## config.mk

```make
export PLATFORM = sky130hd
export DESIGN_NAME = sparc_rr4_selgen_flat
export DESIGN_NICKNAME = d
export VERILOG_FILES = /design/src/rtl/sparc_rr4_selgen_if.sv /design/src/rtl/sparc_rr4_selgen.sv /design/src/flat_wrapper.sv
export SDC_FILE = /design/constraint.sdc
export NUM_CORES = 1
export LEC_CHECK = 0
export BUFFER_PORTS_ARGS = -buffer_cell sky130_fd_sc_hd__clkbuf_2
export CORE_MARGIN = 4
export CORE_UTILIZATION = 24
export CTS_BUF_LIST = sky130_fd_sc_hd__clkbuf_4
export CTS_CLUSTER_SIZE = 10
export DETAILED_ROUTE_END_ITERATION = 8
export GPL_TIMING_DRIVEN = 0
export MAX_ROUTING_LAYER = met4
export PLACE_DENSITY = 0.49
export SLEW_MARGIN = 15
export SYNTH_ARGS = -nofsm -noshare
export SYNTH_HDL_FRONTEND = slang
export SYNTH_SLANG_ARGS = --single-unit
```

## constraint.sdc

```tcl
create_clock -name rclk -period 2.1 [get_ports rclk]
set_clock_uncertainty 0.05 [all_clocks]
set_input_delay 0.105 -clock rclk [delete_from_list [all_inputs] [get_ports rclk]]
set_output_delay 0.105 -clock rclk [all_outputs]
set_load 0.005 [all_outputs]
```

## src/rtl/sparc_rr4_selgen_if.sv

```systemverilog
// Request/select bundle between a round-robin select generator and its requesters.
// The master side drives requests and stall; the slave side returns the registered selects.
interface sparc_rr4_selgen_if;
  logic [3:0] req;
  logic       stall;
  logic [3:0] sel_l;
  logic [1:0] sel_enc;
  logic       vld;
  logic       sw;

  modport master (
    output req, stall,
    input  sel_l, sel_enc, vld, sw
  );

  modport slave (
    input  req, stall,
    output sel_l, sel_enc, vld, sw
  );
endinterface

```

## src/rtl/sparc_rr4_selgen.sv

```systemverilog
// Registered 4-way round-robin select generator: one-cold active-low decoded select
// plus the matching encoded index, with a minimum hold time per grant.
module sparc_rr4_selgen #(
  parameter int unsigned HOLD = 1
) (
  input  logic                rclk,
  input  logic                reset,
  sparc_rr4_selgen_if.slave   bus
);

  localparam logic [3:0] HOLD_LAST = 4'(HOLD - 1);

  logic [1:0] cur, cur_n;
  logic       vld_r, vld_n;
  logic [3:0] cnt, cnt_n;
  logic       sw_r, sw_n;

  logic [1:0] start;
  logic [1:0] winner;
  logic       keep;

  // cnt stops at HOLD_LAST, so inequality is the same as "below HOLD_LAST";
  // with HOLD=1 it is always equal and keep never fires.
  assign keep  = vld_r && bus.req[cur] && (cnt != HOLD_LAST);
  assign start = vld_r ? cur + 2'd1 : cur;

  // NOTE: every signal written in a combinational block gets a default first,
  // otherwise a path that skips the assignment infers a latch.
  always_comb begin
    winner = start;
    // Walk from the farthest offset back to start so the nearest asserted bit wins.
    for (int k = 3; k >= 0; k--) begin
      if (bus.req[start + 2'(k)]) winner = start + 2'(k);
    end
  end

  always_comb begin
    cur_n = cur;
    vld_n = vld_r;
    cnt_n = cnt;
    sw_n  = 1'b0;
    if (bus.stall) begin
      // All state frozen; only the switch pulse is suppressed.
    end else if (keep) begin
      cnt_n = cnt + 4'd1;
      vld_n = 1'b1;
    end else if (|bus.req) begin
      cur_n = winner;
      vld_n = 1'b1;
      cnt_n = 4'd0;
      sw_n  = (winner != cur);
    end else begin
      vld_n = 1'b0;
      cnt_n = 4'd0;
    end
  end

  // NOTE: state registers use non-blocking assignments so every flop samples
  // the pre-edge values regardless of statement order.
  always_ff @(posedge rclk) begin
    if (reset) begin
      cur   <= 2'd0;
      vld_r <= 1'b0;
      cnt   <= 4'd0;
      sw_r  <= 1'b0;
    end else begin
      cur   <= cur_n;
      vld_r <= vld_n;
      cnt   <= cnt_n;
      sw_r  <= sw_n;
    end
  end

  // Selects decode straight from the index register, so they stay one-cold.
  assign bus.sel_l   = ~(4'b0001 << cur);
  assign bus.sel_enc = cur;
  assign bus.vld     = vld_r;
  assign bus.sw      = sw_r;

endmodule
```

## src/flat_wrapper.sv

```systemverilog
// flat-port wrapper written by rule: the top's interface ports become plain ports
module sparc_rr4_selgen_flat 
#(
  parameter int unsigned HOLD = 1
)
  (rclk, reset, bus_req, bus_stall, bus_sel_l, bus_sel_enc, bus_vld, bus_sw);
  sparc_rr4_selgen_if bus_i ();
  input  logic rclk;
  input  logic reset;
  input wire logic [$bits(bus_i.req)-1:0] bus_req;
  input wire logic [$bits(bus_i.stall)-1:0] bus_stall;
  output wire logic [$bits(bus_i.sel_l)-1:0] bus_sel_l;
  output wire logic [$bits(bus_i.sel_enc)-1:0] bus_sel_enc;
  output wire logic [$bits(bus_i.vld)-1:0] bus_vld;
  output wire logic [$bits(bus_i.sw)-1:0] bus_sw;
  assign bus_i.req = bus_req;
  assign bus_i.stall = bus_stall;
  assign bus_sel_l = bus_i.sel_l;
  assign bus_sel_enc = bus_i.sel_enc;
  assign bus_vld = bus_i.vld;
  assign bus_sw = bus_i.sw;
  sparc_rr4_selgen #(.HOLD(HOLD)) u_core (.rclk(rclk), .reset(reset), .bus(bus_i));
endmodule
```

==> results_tabular.tex <==
\begin{tabular}{lr}
\hline
Metric & Value \\
\hline
\multicolumn{2}{l}{\textbf{Min path}} \\
\quad End point of the worst hold path & u\_core.bus.sel\_enc[1] \\
\quad Hold Path Stages & 2 \\
\quad Start point of the worst min-delay path & reset \\
\quad Worst hold path type & in2reg \\
\multicolumn{2}{l}{\textbf{Final layout}} \\
\quad Count of nets after finishing & around 110 \\
\quad Layout cells sized above 1 & 0.408 \\
\quad Utilization of the core after routing & 0.343 \\
\quad Most frequent cells in the layout & sky130\_fd\_sc\_hd\_\_clkbuf\_2 (13), sky130\_fd\_sc\_hd\_\_inv\_1 (10), sky130\_fd\_sc\_hd\_\_nor2\_1 (9) \\
\quad Antenna cells & 0 \\
\quad Most common library cell in the layout ignoring fill and taps & sky130\_fd\_sc\_hd\_\_clkbuf\_2 \\
\quad Fin cells & 128 \\
\quad Growth of design area from synthesis to finish & 33.2\% \\
\multicolumn{2}{l}{\textbf{Clock tree}} \\
\quad Root buffer cell & sky130\_fd\_sc\_hd\_\_clkbuf\_4 \\
\quad TritonCTS Buffers & 3 \\
\quad TritonCTS clock tree & done \\
\quad CTS Sinks & 8 \\
\quad Clock slew at reported path FFs & 0.05 ns \\
\quad Clock latency on the worst-skew pair & $\sim$0.25 ns \\
\quad Number of buffers on the longest clock path & 2 \\
\quad Number of H-tree branching levels & 1 \\
\multicolumn{2}{l}{\textbf{Status}} \\
\quad Result of the run & finished, final reports clean \\
\multicolumn{2}{l}{\textbf{Pwr}} \\
\quad Part of the power in registers & 0.324 \\
\quad Power dissipated by switching net loads & $\sim$0.16 mW \\
\quad Relative contribution of the clock network to total power & 0.257 \\
\quad Worst vdd rail ir drop & 0.344 mV \\
\quad Internal power contribution & 0.374 mW \\
\quad Static Leak & around 0.39 nW \\
\quad P per Cell Area & 616 mW/mm² \\
\quad Proportion of total power due to net switching & 0.306 \\
\quad Gate power share & 0.419 \\
\multicolumn{2}{l}{\textbf{Logic synthesis}} \\
\quad Leading post-synthesis cells by cell area & sky130\_fd\_sc\_hd\_\_dfxtp\_1 (24\%), sky130\_fd\_sc\_hd\_\_ha\_1 (11\%), sky130\_fd\_sc\_hd\_\_inv\_1 (6.9\%) \\
\quad Netlist cell types & 29 \\
\quad Synthesis Warnings & 0 \\
\quad Post-Syn Area per Cell & roughly 9.0 µm² \\
\quad Fraction of post-synthesis cell area in the top cell type by area & 0.244 \\
\quad Synth Net Count & 86 \\
\quad Gate count of the mapped netlist & 73 \\
\quad Seq/Total Area, Yosys & 0.244 \\
\quad Synth Cell Area & 656 µm² \\
\quad Flops \& latches, synth & 8 \\
\quad Yosys top cell by area & sky130\_fd\_sc\_hd\_\_dfxtp\_1 \\
\multicolumn{2}{l}{\textbf{Global routing}} \\
\quad Global route total overflow & 0 \\
\quad Global routing usage summed across all routing layers & 0.0911 \\
\quad Initial antenna violation count & 0 \\
\quad Pin count of the biggest net entering global routing & 8 \\
\quad Number of global-route vias before repair & approximately 570 \\
\quad Global-route wire length before repair & 2440 µm \\
\multicolumn{2}{l}{\textbf{Job}} \\
\quad Maximum capacitance violations & 0 \\
\multicolumn{2}{l}{\textbf{Timing}} \\
\quad Post-route minimum period & between 2 and 2.5 ns \\
\quad Setup-failing EPs final & 0 \\
\quad Hold violation count in the final report & 0 \\
\quad Setup repair after global routing missed its margin & yes \\
\quad Hold slack & 0.0400 ns \\
\quad Worst relative slew slack & 0.726 \\
\quad Period utilization & 0.972 \\
\quad Transition time of the tightest slew-check pin & 0.411 ns \\
\quad Final-report max-slew violation count & 0 \\
\quad Final sum of negative setup slack & 0 ns \\
\quad Upper clock frequency limit & 0.490 GHz \\
\multicolumn{2}{l}{\textbf{Route}} \\
\quad Detailed-routing iteration count for the pre-antenna-repair pass & 4 \\
\quad Total via count after detailed routing & roughly 570 \\
\quad Remaining routing DRC violations & 0 \\
\quad Wire per inst & $\sim$10 µm \\
\quad Routed Wire Length & 1330 µm \\
\quad Vias per cell & 4.41 \\
\quad Final antenna-violating net count & 0 \\
\quad Initial DRC count & 8 \\
\multicolumn{2}{l}{\textbf{Critical path}} \\
\quad Startpoint class of the critical path & flip-flop \\
\quad Critical path's top delay family & multiplexers \\
\quad Buffer and inverter count on the worst path & 1 \\
\quad Launch point of the worst reg-to-reg path & u\_core.bus.sel\_enc[1] \\
\quad Crit end category & flip-flop \\
\quad Cell with the largest stage delay on the worst path & sky130\_fd\_sc\_hd\_\_dfxtp\_4 \\
\quad Worst setup path category & reg2reg \\
\quad Worst reg2reg path depth & 7 \\
\quad Slowest Stage Delay on Critical Path & between 0.3 and 0.4 ns \\
\quad Critical Path Fanout Max & 3 \\
\quad Slack of the worst reg-to-reg path & 0.06 ns \\
\quad Data required time at the worst endpoint & 2.18 ns \\
\quad Cell-by-cell trace of the critical path & inv\_4 > ha\_4 > mux2\_4 > a221oi\_2 > o32a\_2 > mux2i\_1 > mux2\_1 \\
\quad Endpoint of the worst register-to-register path & u\_core.bus.sel\_enc[0] \\
\quad Arrival time reported for the critical path endpoint & 2.13 ns \\
\multicolumn{2}{l}{\textbf{Die}} \\
\quad Core Box Area & roughly 0.0025 mm² \\
\quad I/O pin count & 15 \\
\quad Die Span Y & 60.3 µm \\
\quad Die area & 0.00363 mm² \\
\quad Number of cell rows & 18 \\
\quad Width of the die & 60.3 µm \\
\quad Initial standard-cell utilization of the core & 0.258 \\
\multicolumn{2}{l}{\textbf{Placed design}} \\
\quad Count of buffers from port buffering & 13 \\
\quad Post-DP HPWL & 1060 µm \\
\quad Placed Instances & between 100 and 150 \\
\quad Final GP Congestion & approximately 0.78 \\
\hline
\end{tabular}
==> flip-flops by register name, indices dropped and copies added, names as in the netlist <==
register	count
u_core.bus.sel_enc	2
u_core.bus.sw	1
u_core.bus.vld	1
u_core.cnt	4
==> synthesized netlist by cell type <==
| cell | count |
|---|---|
| sky130_fd_sc_hd__mux2i_1 | 4 |
| sky130_fd_sc_hd__or3b_2 | 1 |
| sky130_fd_sc_hd__clkbuf_1 | 2 |
| sky130_fd_sc_hd__xnor2_1 | 4 |
| sky130_fd_sc_hd__mux4_2 | 1 |
| sky130_fd_sc_hd__or3_1 | 1 |
| sky130_fd_sc_hd__dfxtp_1 | 8 |
| sky130_fd_sc_hd__o32a_2 | 2 |
| sky130_fd_sc_hd__a31oi_1 | 1 |
| sky130_fd_sc_hd__nor2b_1 | 1 |
| sky130_fd_sc_hd__a221oi_1 | 1 |
| sky130_fd_sc_hd__or2b_1 | 2 |
| sky130_fd_sc_hd__a211oi_1 | 1 |
| sky130_fd_sc_hd__o2111a_1 | 1 |
| sky130_fd_sc_hd__or2_2 | 2 |
| sky130_fd_sc_hd__inv_1 | 12 |
| sky130_fd_sc_hd__nand3_1 | 2 |
| sky130_fd_sc_hd__a31oi_4 | 1 |
| sky130_fd_sc_hd__nor2_1 | 9 |
| sky130_fd_sc_hd__and2_1 | 1 |
| sky130_fd_sc_hd__buf_6 | 1 |
| sky130_fd_sc_hd__nand4b_1 | 1 |
| sky130_fd_sc_hd__mux2_1 | 1 |
| sky130_fd_sc_hd__o21ai_0 | 1 |
| sky130_fd_sc_hd__mux2_4 | 1 |
| sky130_fd_sc_hd__ha_1 | 6 |
| sky130_fd_sc_hd__a221oi_2 | 1 |
| sky130_fd_sc_hd__xor2_1 | 2 |
| sky130_fd_sc_hd__a21oi_1 | 2 |
==> cell families after synthesis <==
family / count (synthesis) / share of synthesized area
AOI/OAI and AO/OA: 11 / 0.164
xor gates and xnor gates: 6 / 0.0802
adders and majority gates: 6 / 0.115
buffers and inverters: 15 / 0.0973
DFF: 8 / 0.244
muxes: 7 / 0.135
and+or+nand+nor: 20 / 0.164
==> power groups by stage <==
stage,combinational (mW),clock (mW),sequential [mW]
after floorplan,0.131,0,0.183
after global placement,0.179,0,0.185
after detailed placement,0.183,0,0.185
after CTS,0.220,0.143,0.175
after global routing,0.252,0.154,0.176
final,0.225,0.138,0.174
==> cell type report <==
class | instances | area [µm²]
Fill cell | 289 | 1670
Buffer | 3 | 18.8
Sequential cell | 8 | 168
Timing Repair Buffer | 21 | 125
Clock buffer | 4 | 30.0
Tap cell | 30 | 37.5
Inverter | 12 | 50.0
Multi-Input combinational cell | 50 | 444
==> layer usage <==
metal,vias up,share of wire,track usage
li1,297,-,-
met1,256,0.50,0.109
met2,8,0.46,0.142
met3,4,0.023,0.0259
met4,0,0.016,0.0380
met5,-,0,-
==> per-stage QoR <==
stage	setup slack [ns]	area (µm²)	power, mW
global route	-0.0506	873	0.582
CTS	0.000709	851	0.538
global placement	-0.0717	778	0.364
floorplan	0.0382	676	0.313
finish	0.0584	873	0.538
detailed placement	-0.104	778	0.368
==> repair_timing <==
action | 4_1_cts | 5_1_grt
resized for setup | 2 | 0
buffers inserted | 5 | 3
endpoints found under the setup margin | 1 | 1
hold buffers | 0 | 0
pin swaps | 1 | 4
==> how the worst max path moves through the flow <==
stage                                  to                  start  cells after the start  slack (ns)
floorplan           u_core.bus.sel_enc[0]  u_core.bus.sel_enc[0]                      7        0.04
global placement    u_core.bus.sel_enc[0]  u_core.bus.sel_enc[0]                      7       -0.07
detailed placement  u_core.bus.sel_enc[0]  u_core.bus.sel_enc[0]                      7       -0.10
CTS                 u_core.bus.sel_enc[0]  u_core.bus.sel_enc[0]                      6      0.0007
global route        u_core.bus.sel_enc[0]  u_core.bus.sel_enc[1]                      7       -0.05
finish              u_core.bus.sel_enc[0]  u_core.bus.sel_enc[1]                      7        0.06
Note: power is estimated with default switching activity, not from simulation.
